**src/rtl/matrix_stream_pkg.sv**
```systemverilog
// Shared types and helpers for the streaming matrix multiplier: FSM states,
// accumulator sizing and the OUT_W conversion (saturate or wrap, with overflow detect).
package matrix_stream_pkg;

    typedef enum logic [1:0] {
        LOAD_A  = 2'd0,
        LOAD_B  = 2'd1,
        COMPUTE = 2'd2,
        DRAIN   = 2'd3
    } state_e;

    // Widest value the conversion helper handles; every ACC_W and OUT_W must stay below it.
    localparam int MAX_W = 128;

    typedef struct packed {
        logic             ovf;
        logic [MAX_W-1:0] val;
    } conv_t;

    function automatic int acc_width(input int data_w, input int k);
        return 2 * data_w + $clog2(k + 1);
    endfunction

    function automatic int idx_width(input int n);
        return (n <= 1) ? 1 : $clog2(n);
    endfunction

    // full must already be sign- or zero-extended to MAX_W; the caller keeps the low out_w bits.
    function automatic conv_t convert_result(input logic [MAX_W-1:0] full,
                                             input int               out_w,
                                             input bit               is_signed,
                                             input bit               saturate);
        conv_t            r;
        logic [MAX_W-1:0] hi;
        logic [MAX_W-1:0] umax;
        logic [MAX_W-1:0] smax;
        umax = (MAX_W'(1) << out_w) - MAX_W'(1);
        smax = (MAX_W'(1) << (out_w - 1)) - MAX_W'(1);
        if (is_signed) begin
            // In range exactly when every bit from the OUT_W sign bit upward agrees.
            hi    = $signed(full) >>> (out_w - 1);
            r.ovf = (hi != '0) && (hi != '1);
            if (saturate && r.ovf) begin
                r.val = full[MAX_W-1] ? ~smax : smax;
            end else begin
                r.val = full;
            end
        end else begin
            r.ovf = (full >> out_w) != '0;
            r.val = (saturate && r.ovf) ? umax : full;
        end
        return r;
    endfunction

endpackage

```
**src/rtl/matrix_multiply_stream_mac_unit.sv**
```systemverilog
// Single multiply-accumulate stage: acc <= (clr ? 0 : acc) + a*b at ACC_W width.
// acc_nxt_o is the value being registered, so the caller can capture a finished sum on the same edge.
module mac_unit #(
    parameter int DATA_W = 16,
    parameter int ACC_W  = 34,
    parameter int SIGNED = 0
) (
    input  logic              clk,
    input  logic              rst_n,
    input  logic              en_i,
    input  logic              clr_i,
    input  logic [DATA_W-1:0] a_i,
    input  logic [DATA_W-1:0] b_i,
    output logic [ACC_W-1:0]  acc_nxt_o
);
    logic [ACC_W-1:0] a_ext;
    logic [ACC_W-1:0] b_ext;
    logic [ACC_W-1:0] prod;
    logic [ACC_W-1:0] acc_q;

    // Extending before the multiply keeps the low ACC_W product bits exact in both modes.
    assign a_ext     = (SIGNED != 0) ? ACC_W'($signed(a_i)) : ACC_W'(a_i);
    assign b_ext     = (SIGNED != 0) ? ACC_W'($signed(b_i)) : ACC_W'(b_i);
    assign prod      = a_ext * b_ext;
    assign acc_nxt_o = (clr_i ? '0 : acc_q) + prod;

    always_ff @(posedge clk) begin
        if (!rst_n) begin
            acc_q <= '0;
        end else if (en_i) begin
            acc_q <= acc_nxt_o;
        end
    end

endmodule

```
**src/rtl/matrix_multiply_stream.sv**
```systemverilog
// Streams A then B in, runs M*N*K MAC cycles on one shared MAC, then drains C row-major.
// Input stalls on in_valid low; output holds C[idx] stable while out_ready is low.
module matrix_multiply_stream
    import matrix_stream_pkg::*;
#(
    parameter int M        = 2,
    parameter int K        = 2,
    parameter int N        = 2,
    parameter int DATA_W   = 16,
    parameter int OUT_W    = 16,
    parameter int SIGNED   = 0,
    parameter int SATURATE = 0
) (
    input  logic              clk,
    input  logic              rst_n,
    input  logic              in_valid,
    output logic              in_ready,
    input  logic [DATA_W-1:0] in_data,
    output logic              out_valid,
    input  logic              out_ready,
    output logic [OUT_W-1:0]  out_data,
    output logic              out_last,
    output logic              busy,
    output logic              overflow
);
    localparam int ACC_W = acc_width(DATA_W, K);
    localparam int NA    = M * K;
    localparam int NB    = K * N;
    localparam int NC    = M * N;
    localparam int AIW   = idx_width(NA);
    localparam int BIW   = idx_width(NB);
    localparam int CIW   = idx_width(NC);
    localparam int LW    = (AIW > BIW) ? AIW : BIW;
    localparam int MW    = idx_width(M);
    localparam int KW    = idx_width(K);
    localparam int NW    = idx_width(N);

    state_e          state_q, state_d;
    logic [LW-1:0]   ld_idx_q, ld_idx_d;
    logic [MW-1:0]   i_q, i_d;
    logic [KW-1:0]   k_q, k_d;
    logic [NW-1:0]   j_q, j_d;
    logic [CIW-1:0]  out_idx_q, out_idx_d;
    logic            out_valid_q, out_valid_d;
    logic            ovf_q, ovf_d;
    logic            live_q;

    logic [DATA_W-1:0] a_buf [NA];
    logic [DATA_W-1:0] b_buf [NB];
    logic [OUT_W-1:0]  c_buf [NC];

    logic [AIW-1:0]   a_addr;
    logic [BIW-1:0]   b_addr;
    logic [CIW-1:0]   c_addr;
    logic             in_hs;
    logic             a_we, b_we, c_we, mac_en;
    logic [ACC_W-1:0] acc_nxt;
    logic [MAX_W-1:0] acc_full;
    conv_t            conv;
    logic             unused_conv_hi;

    // live_q keeps in_ready low until the first edge after reset is released.
    assign in_ready  = live_q && ((state_q == LOAD_A) || (state_q == LOAD_B));
    assign in_hs     = in_valid && in_ready;
    assign busy      = (state_q == COMPUTE) || (state_q == DRAIN);
    assign out_valid = out_valid_q;
    assign out_data  = out_valid_q ? c_buf[out_idx_q] : '0;
    assign out_last  = out_valid_q && (out_idx_q == CIW'(NC - 1));
    assign overflow  = ovf_q;

    assign a_addr = AIW'(int'(i_q) * K + int'(k_q));
    assign b_addr = BIW'(int'(k_q) * N + int'(j_q));
    assign c_addr = CIW'(int'(i_q) * N + int'(j_q));

    mac_unit #(
        .DATA_W (DATA_W),
        .ACC_W  (ACC_W),
        .SIGNED (SIGNED)
    ) u_mac (
        .clk       (clk),
        .rst_n     (rst_n),
        .en_i      (mac_en),
        .clr_i     (k_q == '0),
        .a_i       (a_buf[a_addr]),
        .b_i       (b_buf[b_addr]),
        .acc_nxt_o (acc_nxt)
    );

    assign acc_full       = (SIGNED != 0) ? MAX_W'($signed(acc_nxt)) : MAX_W'(acc_nxt);
    assign conv           = convert_result(acc_full, OUT_W, SIGNED != 0, SATURATE != 0);
    assign unused_conv_hi = ^conv.val[MAX_W-1:OUT_W];

    always_comb begin
        state_d     = state_q;
        ld_idx_d    = ld_idx_q;
        i_d         = i_q;
        j_d         = j_q;
        k_d         = k_q;
        out_idx_d   = out_idx_q;
        out_valid_d = out_valid_q;
        ovf_d       = ovf_q;
        a_we        = 1'b0;
        b_we        = 1'b0;
        c_we        = 1'b0;
        mac_en      = 1'b0;
        case (state_q)
            LOAD_A: begin
                if (in_hs) begin
                    a_we = 1'b1;
                    // A new set starts: the previous set's overflow no longer applies.
                    if (ld_idx_q == '0) begin
                        ovf_d = 1'b0;
                    end
                    if (ld_idx_q == LW'(NA - 1)) begin
                        ld_idx_d = '0;
                        state_d  = LOAD_B;
                    end else begin
                        ld_idx_d = ld_idx_q + 1'b1;
                    end
                end
            end
            LOAD_B: begin
                if (in_hs) begin
                    b_we = 1'b1;
                    if (ld_idx_q == LW'(NB - 1)) begin
                        ld_idx_d = '0;
                        i_d      = '0;
                        j_d      = '0;
                        k_d      = '0;
                        state_d  = COMPUTE;
                    end else begin
                        ld_idx_d = ld_idx_q + 1'b1;
                    end
                end
            end
            COMPUTE: begin
                mac_en = 1'b1;
                if (k_q == KW'(K - 1)) begin
                    c_we = 1'b1;
                    if (conv.ovf) begin
                        ovf_d = 1'b1;
                    end
                    k_d = '0;
                    if (j_q == NW'(N - 1)) begin
                        j_d = '0;
                        if (i_q == MW'(M - 1)) begin
                            i_d         = '0;
                            out_idx_d   = '0;
                            out_valid_d = 1'b1;
                            state_d     = DRAIN;
                        end else begin
                            i_d = i_q + 1'b1;
                        end
                    end else begin
                        j_d = j_q + 1'b1;
                    end
                end else begin
                    k_d = k_q + 1'b1;
                end
            end
            DRAIN: begin
                if (out_ready) begin
                    if (out_idx_q == CIW'(NC - 1)) begin
                        out_idx_d   = '0;
                        out_valid_d = 1'b0;
                        state_d     = LOAD_A;
                    end else begin
                        out_idx_d = out_idx_q + 1'b1;
                    end
                end
            end
            default: begin
                state_d = LOAD_A;
            end
        endcase
    end

    always_ff @(posedge clk) begin
        if (!rst_n) begin
            state_q     <= LOAD_A;
            ld_idx_q    <= '0;
            i_q         <= '0;
            j_q         <= '0;
            k_q         <= '0;
            out_idx_q   <= '0;
            out_valid_q <= 1'b0;
            ovf_q       <= 1'b0;
            live_q      <= 1'b0;
        end else begin
            state_q     <= state_d;
            ld_idx_q    <= ld_idx_d;
            i_q         <= i_d;
            j_q         <= j_d;
            k_q         <= k_d;
            out_idx_q   <= out_idx_d;
            out_valid_q <= out_valid_d;
            ovf_q       <= ovf_d;
            live_q      <= 1'b1;
        end
    end

    // Operand and result storage needs no reset; stale contents are never presented.
    always_ff @(posedge clk) begin
        if (a_we) begin
            a_buf[AIW'(ld_idx_q)] <= in_data;
        end
        if (b_we) begin
            b_buf[BIW'(ld_idx_q)] <= in_data;
        end
        if (c_we) begin
            c_buf[c_addr] <= conv.val[OUT_W-1:0];
        end
    end

endmodule

```
**config.mk**
```make
export PLATFORM = sky130hd
export DESIGN_NAME = matrix_multiply_stream
export DESIGN_NICKNAME = d
export VERILOG_FILES = /design/src/rtl/matrix_stream_pkg.sv /design/src/rtl/matrix_multiply_stream_mac_unit.sv /design/src/rtl/matrix_multiply_stream.sv
export SDC_FILE = /design/constraint.sdc
export NUM_CORES = 1
export LEC_CHECK = 0
export CAP_MARGIN = 10
export CORE_ASPECT_RATIO = 2
export CORE_MARGIN = 2
export CORE_UTILIZATION = 55
export CTS_CLUSTER_DIAMETER = 60
export CTS_CLUSTER_SIZE = 25
export DETAILED_ROUTE_END_ITERATION = 10
export PLACE_DENSITY = 0.83
export SLEW_MARGIN = 20
export SYNTH_ARGS = -nofsm -noshare
export SYNTH_HDL_FRONTEND = slang
export SYNTH_SLANG_ARGS = --single-unit
```
**constraint.sdc**
```tcl
create_clock -name clk -period 25.8 [get_ports clk]
set_input_delay 5.16 -clock clk [delete_from_list [all_inputs] [get_ports clk]]
set_output_delay 5.16 -clock clk [all_outputs]
set_load 0.005 [all_outputs]
```
======== Yosys cells after proc, flatten, opt, wreduce, memory -nomap -nowiden ========
Memory sizes are Yosys's and may differ from the RTL's. A register that Yosys moved wholly into a read port is not among the register bits.
Index checks and enable logic that the tools add are counted.
cells by class
  add/subtract/negate cells ............... 9
  multipliers ............................. 1
  equal/unequal tests ..................... 16
  multiplexer cells ....................... 56
  reduce and logical (&&, ||, !) cells .... 20
operator list
  operator                                                         number
  128-bit nonzero test                                             1
  34-bit adder                                                     1
  2-bit 2-to-1 mux                                                 17
  34-bit 2-to-1 mux                                                1
  16-bit by 16-bit multiplier with 32-bit output                   1
  1-bit 2-to-1 mux                                                 30
  16-bit 2-to-1 mux                                                1
  5-bit AND reduction                                              3
  2-bit != test, second input constant                             7
  1-bit case mux with 2 select lines                               5
  9-bit AND reduction                                              1
  2-bit equality test, second input constant                       4
  2-bit by 1-bit != test with 1-bit output, second input constant  4
  2-bit case mux with 4 select lines                               1
  2-bit by 1-bit adder with 2-bit output                           3
  6-bit AND reduction                                              1
  2-bit nonzero test                                               3
  2-bit by 1-bit adder with 2-bit output, second input constant    2
  2-bit logical NOT                                                2
  2-bit case mux with 2 select lines                               1
  4-bit AND reduction                                              1
  1-bit adder, second input constant                               3
  1-bit logical AND                                                3
  3-bit AND reduction                                              1
  4 further kinds                                                  5
storage, ports and cells
  register bits ........................... 46
  RAM bits ................................ 192
  bits of input ports ..................... 20
  output and inout bits ................... 21
  word-level logic and storage cells ...... 115
  memories kept ........................... 3
memory list
  name   depth  width  rd ports  clocked after memory_dff  wr ports  line                          text
  a_buf  4      16     1         0                         1         matrix_multiply_stream.sv:48  logic [DATA_W-1:0] a_buf [NA];
  b_buf  4      16     1         0                         1         matrix_multiply_stream.sv:49  logic [DATA_W-1:0] b_buf [NB];
  c_buf  4      16     1         1                         1         matrix_multiply_stream.sv:50  logic [OUT_W-1:0] c_buf [NC];

======== Logic depth before layout (Yosys ltp) ========
  word-level depth ........................ 8
  mapped depth ............................ 41
  mapped depth without buffers ............ 38

======== Hierarchy ========
Synthesis repeated with hierarchy kept, for this count alone.
unflattened totals
  cells, all modules ...................... 1702
  area, all modules ....................... 19289.8 µm²
by module, submodules not included
  module                  instances  cells each  area an instance (µm²)  sequential area each (µm²)
  mac_unit                1          1321        11352.1                 680.7
  matrix_multiply_stream  1          381         7937.6                  6045.8

======== Worst setup path before layout ========
No wires, ideal clock.
  path type ............................... register to register
  start ................................... register k_q
  end ..................................... register ovf_q (netlist: overflow)
  library setup time ...................... 72 ps
  data arrival time ....................... 9462 ps
  path slack .............................. 16267 ps
  cell stages (with the launch flop) ...... 39
  buffers on the path ..................... 4
  cell sequence ........................... dfxtp_1 -> clkbuf_1 -> buf_1 -> clkbuf_1 -> mux2i_1 -> nand2_1 -> o21ai_1 -> clkbuf_1 -> nor2_1 -> fa_1 -> inv_1 -> fa_1 -> fa_1 -> inv_1 -> fa_1 -> fa_1 -> inv_1 -> fa_1 -> [... 3 more ...] -> a21o_1 -> a21oi_1 -> inv_1 -> o21ai_0 -> a21oi_1 -> o31ai_1 -> xnor2_1 -> ha_1 -> nand4_1 -> a21oi_1 -> o31a_1 -> o311a_1 -> a211oi_1 -> mux2i_1 -> nor4_1 -> o2111ai_2 -> o31ai_2 -> mux2i_1
on the way
  word-level cells in the longest chain between the ends .. 7
ends and longest elaborated chain
  element                                                    line                                                        text
  from (decl)                                                matrix_multiply_stream.sv:41                                logic [KW-1:0] k_q, k_d;
  from (signal assigned)                                     matrix_multiply_stream.sv:194                               k_q <= k_d;
  2-bit by 1-bit adder with 2-bit output (on tied branches)  matrix_multiply_stream.sv:71, matrix_multiply_stream.sv:72
  memory read 4 x 16 bit (on tied branches)                  n/a
  16-bit by 16-bit multiplier with 32-bit output             matrix_multiply_stream_mac_unit.sv:24                       assign prod = a_ext * b_ext;
  34-bit adder                                               matrix_multiply_stream_mac_unit.sv:25                       assign acc_nxt_o = (clr_i ? '0 : acc_q) + prod;
  128-bit nonzero test                                       matrix_stream_pkg.sv:49                                     r.ovf = (full >> out_w) != '0;
  2-bit != test (no line)                                    n/a
  5-bit AND reduction (no line) (*)                          n/a
  to (signal assigned)                                       matrix_multiply_stream.sv:197                               ovf_q <= ovf_d;
  to (decl)                                                  matrix_multiply_stream.sv:45                                logic ovf_q, ovf_d;
Every way passes the cells marked *; elsewhere a longest branch is shown, timed or not.
A chain may end at the register's enable or synchronous reset.

======== Worst setup path in the final report ========
  start ................................... register i_q
  end ..................................... register ovf_q (netlist: overflow)
on the way
  word-level cells in the longest chain between the ends .. 7
ends and longest elaborated chain
  element                                         line                                   text
  from (decl)                                     matrix_multiply_stream.sv:40           logic [MW-1:0] i_q, i_d;
  from (signal assigned)                          matrix_multiply_stream.sv:192          i_q <= i_d;
  2-bit by 1-bit adder with 2-bit output          matrix_multiply_stream.sv:71           assign a_addr = AIW'(int'(i_q) * K + int'(k_q));
  memory read 4 x 16 bit                          n/a
  16-bit by 16-bit multiplier with 32-bit output  matrix_multiply_stream_mac_unit.sv:24
  34-bit adder                                    matrix_multiply_stream_mac_unit.sv:25
  128-bit nonzero test                            matrix_stream_pkg.sv:49
  2-bit != test (no line)                         n/a
  5-bit AND reduction (no line)                   n/a
Every way passes these cells.

==> metrics.md <==
| Metric | Value |
|---|---|
| Resize count post-CTS | `0` |
| Clock Tree Buf Depth | `3` |
| Ports | `between 40 and 50` |
| Clock sinks | `240` |
| Global route total overflow | `0` |
| Dominant cell type by area after synthesis | `edfxtp_1` |
| Number of global-route vias before repair | `~15000` |
| Setup crit start | `i_q` |
| Clock Tree Root | `clkbuf_16` |
| Final Util | `between 50% and 60%` |
| Diodes inserted | `0` |
| Clk pin slew, worst setup/hold paths | `roughly 0.10 ns` |
| Fin Setup TNS | `0 ns` |
| Post-synthesis register bit count | `between 200 and 250` |
| Residual DRC | `0` |
| Dominant cells by area after synthesis | `edfxtp_1, fa_1, ha_1` |
| Floorplan core area | `between 30000 and 40000 um^2` |
| Cell area after layout | `about 21000 um^2` |
| Crit Path Class | `register to register` |
| Min cycle time layout | `roughly 11 ns` |
| Routed Antenna Nets | `0` |
| Final period util | `~43%` |
| Final wirelength | `around 50 mm` |
| Die Area | `about 38000 um^2` |
| Setup repair after global routing missed its margin | `no` |
| Top cell type's share of synthesized area | `between 20% and 30%` |
| HP Class | `register to register` |
| Unique masters post-synth | `77` |
| Startpoint Class | `register` |
| Fraction of layout cells with a size suffix above 1 | `approximately 5.7%` |
| Syn Inst Count | `approximately 1900` |
| Cell Area, Synth | `19900 um^2` |
| All-layer global routing usage | `a little over a quarter` |
| Initial Utilization | `55.76%` |
| Max-slew headroom | `24.51%` |
| CTS tree | `built` |
| CP max stage delay | `between 0.8 and 0.9 ns` |
| Max FO, Critical Path | `13` |
| Max Cap Viol | `0` |
| CTS buffer count | `15` |
| Clk_lat worst skew | `~0.53 ns` |
| Site Rows | `98` |
| Clock Skews | `roughly 0.029 ns` |
| Placer Congestion | `1.044` |
| Antenna violations before repair | `0` |
| Post-synth ARST share | `0%` |
| CP dominant cell by count | `fa_1` |
| Top delay family on crit path | `adder cells` |
| Syn avg cell area | `about 11 um^2` |
| Number of DRC markers in iteration 0 | `slightly above 1000` |
| Slew @ Worst Pin | `1.125 ns` |
| Hold path start | `u_mac.acc_q[29]` |
| Synth Warn # | `0` |
| First-pass GRT wire length | `roughly 79 mm` |
| Placed cell area | `between 20000 and 25000 um^2` |
| Horiz. Die Dim | `approximately 140 um` |
| Fin. Hold Viols | `0` |
| Syn Nets | `2241` |
| CP Buf/Inv Count | `5` |
| Worst endpoint required time | `between 20 and 30 ns` |
| Hpwl dp | `39.57 mm` |
| Vias per cell | `approximately 6` |
| Slew Viols, Final | `0` |
| Reg2reg start | `i_q` |
| H-tree depth | `1` |
| Crit end category | `register` |
| Status | `finished, final reports clean` |
| Largest net degree at the start of global routing | `59` |
| # setup viols final | `0` |
| Final nets | `around 2200` |
| Number of synthesized flops with an enable pin | `between 150 and 200` |
| DR vias | `approximately 14000` |
| Crit path DAT | `11.67 ns` |
| Slowest CP cell | `o21ai_1` |
| Setup Fix Bufs, Post-CTS | `0` |
| Die height | `between 200 and 300 um` |
| Sequential element share of the synthesized area | `about 34%` |
| Routed wire length per instance | `around 21 um` |
| Hold-fix buffers, CTS | `0` |
| First-pass iteration count of the detailed router | `5` |
| Fmax | `~89 MHz` |
| Area grow syn2layout | `5.791%` |
| Port Buffers | `40` |
| Prevailing post-synth register cell | `edfxtp_1` |
## logic make-up after synthesis
kind of cell               Yosys count  synth area share (%)
and+or+nand+nor                    587                 13.84
buffers and inverters              347                 7.087
adders and majority gates          340                 28.74
DFF                                240                 33.80
AOI/OAI and AO/OA                  238                 7.986
muxes                               84                 6.565
xor gates and xnor gates            45                 1.981
## final timing paths
kind | endpoint | slack [ns] | cells after the start
setup / recovery | overflow | 14.58 | 35
hold / removal | u_mac.acc_q[29] | 0.48 | 2
setup reg to reg | overflow | 14.58 | 35
hold reg to reg | u_mac.acc_q[29] | 0.48 | 2
## Yosys cell counts (3+ instances only)
| cell | n |
|---|---|
| o211ai_1 | 6 |
| a21o_1 | 18 |
| nor4_1 | 4 |
| a31oi_1 | 5 |
| o21ai_1 | 17 |
| a21boi_0 | 6 |
| dfxtp_1 | 48 |
| clkbuf_1 | 57 |
| nand3_1 | 19 |
| buf_6 | 10 |
| o31ai_1 | 3 |
| a21oi_1 | 64 |
| and3_1 | 12 |
| o21bai_1 | 8 |
| o31a_1 | 4 |
| nand4_1 | 14 |
| o21a_1 | 27 |
| nand2b_1 | 13 |
| fa_1 | 195 |
| nor2b_1 | 35 |
| inv_1 | 268 |
| mux2i_1 | 36 |
| o21ai_0 | 39 |
| nand2_1 | 216 |
| mux4_2 | 36 |
| nor2_1 | 143 |
| a211o_2 | 3 |
| buf_1 | 6 |
| a211oi_1 | 7 |
| ha_1 | 145 |
| xor2_1 | 10 |
| nor3_1 | 19 |
| and2_1 | 93 |
| or3_1 | 5 |
| edfxtp_1 | 192 |
| mux2_2 | 12 |
| xnor2_1 | 35 |
## tightest hold or removal path, delay by kind of cell, from the launching register on
kind               cells  cell delay [ns]
AOI/OAI and AO/OA      1             0.05
DFF                    1             0.32
and+or+nand+nor        1             0.06
## state kept, by name, summed over array words and instances, names as in the netlist, named ones only
signal,count
a_buf,64
b_buf,64
c_buf,64
u_mac.acc_q,34
ld_idx_q,2
out_idx_q,2
state_q,2
i_q,1
j_q,1
k_q,1
live_q,1
out_valid,1
overflow,1
## per-layer routing
layer  wire (um)  vias to the layer above  track usage, %
met2       27100                      517           51.49
li1            -                     6231               -
met3        2009                      267           2.681
met1       16190                     6887           25.89
met5           0                        -               0
met4        4540                        0           20.76
## through the flow
stage | cells | setup WS [ns] | hold WS (ns)
2_1_floorplan | 1881 | 16.27 | 0.4395
3_3_place_gp | 2306 | 15.07 | 0.4539
3_5_place_dp | 2306 | 14.91 | 0.4651
4_1_cts | 2332 | 14.85 | 0.4780
5_1_grt | 2332 | 14.09 | 0.5053
6_report | 2332 | 14.58 | 0.4752
## layout by cell type (no fill, tap or decap), types with 36 or more instances in the layout
master,netlist,layout
and2_1,93,93
o21ai_0,39,39
clkdlybuf4s50_1,0,40
ha_1,145,144
mux2i_1,36,36
dfxtp_1,48,46
mux4_2,36,36
nor2_1,143,143
fa_1,195,195
nand2_1,216,216
inv_1,268,268
a21oi_1,64,64
edfxtp_1,192,192
## cell type report
type / count / area, um^2
Inverter: 269 / 1010
Clock buffer: 20 / 394.1
Clock inverter: 6 / 78.83
Timing Repair Buffer: 53 / 498.0
Sequential cell: 240 / 6731
Tap cell: 450 / 563.0
Multi-Input combinational cell: 1294 / 11780
Fill cell: 2849 / 14630
Power is left out: the tool's default activity adds up to more than one toggle a clock period on the data nets, which glitch-free logic cannot reach.
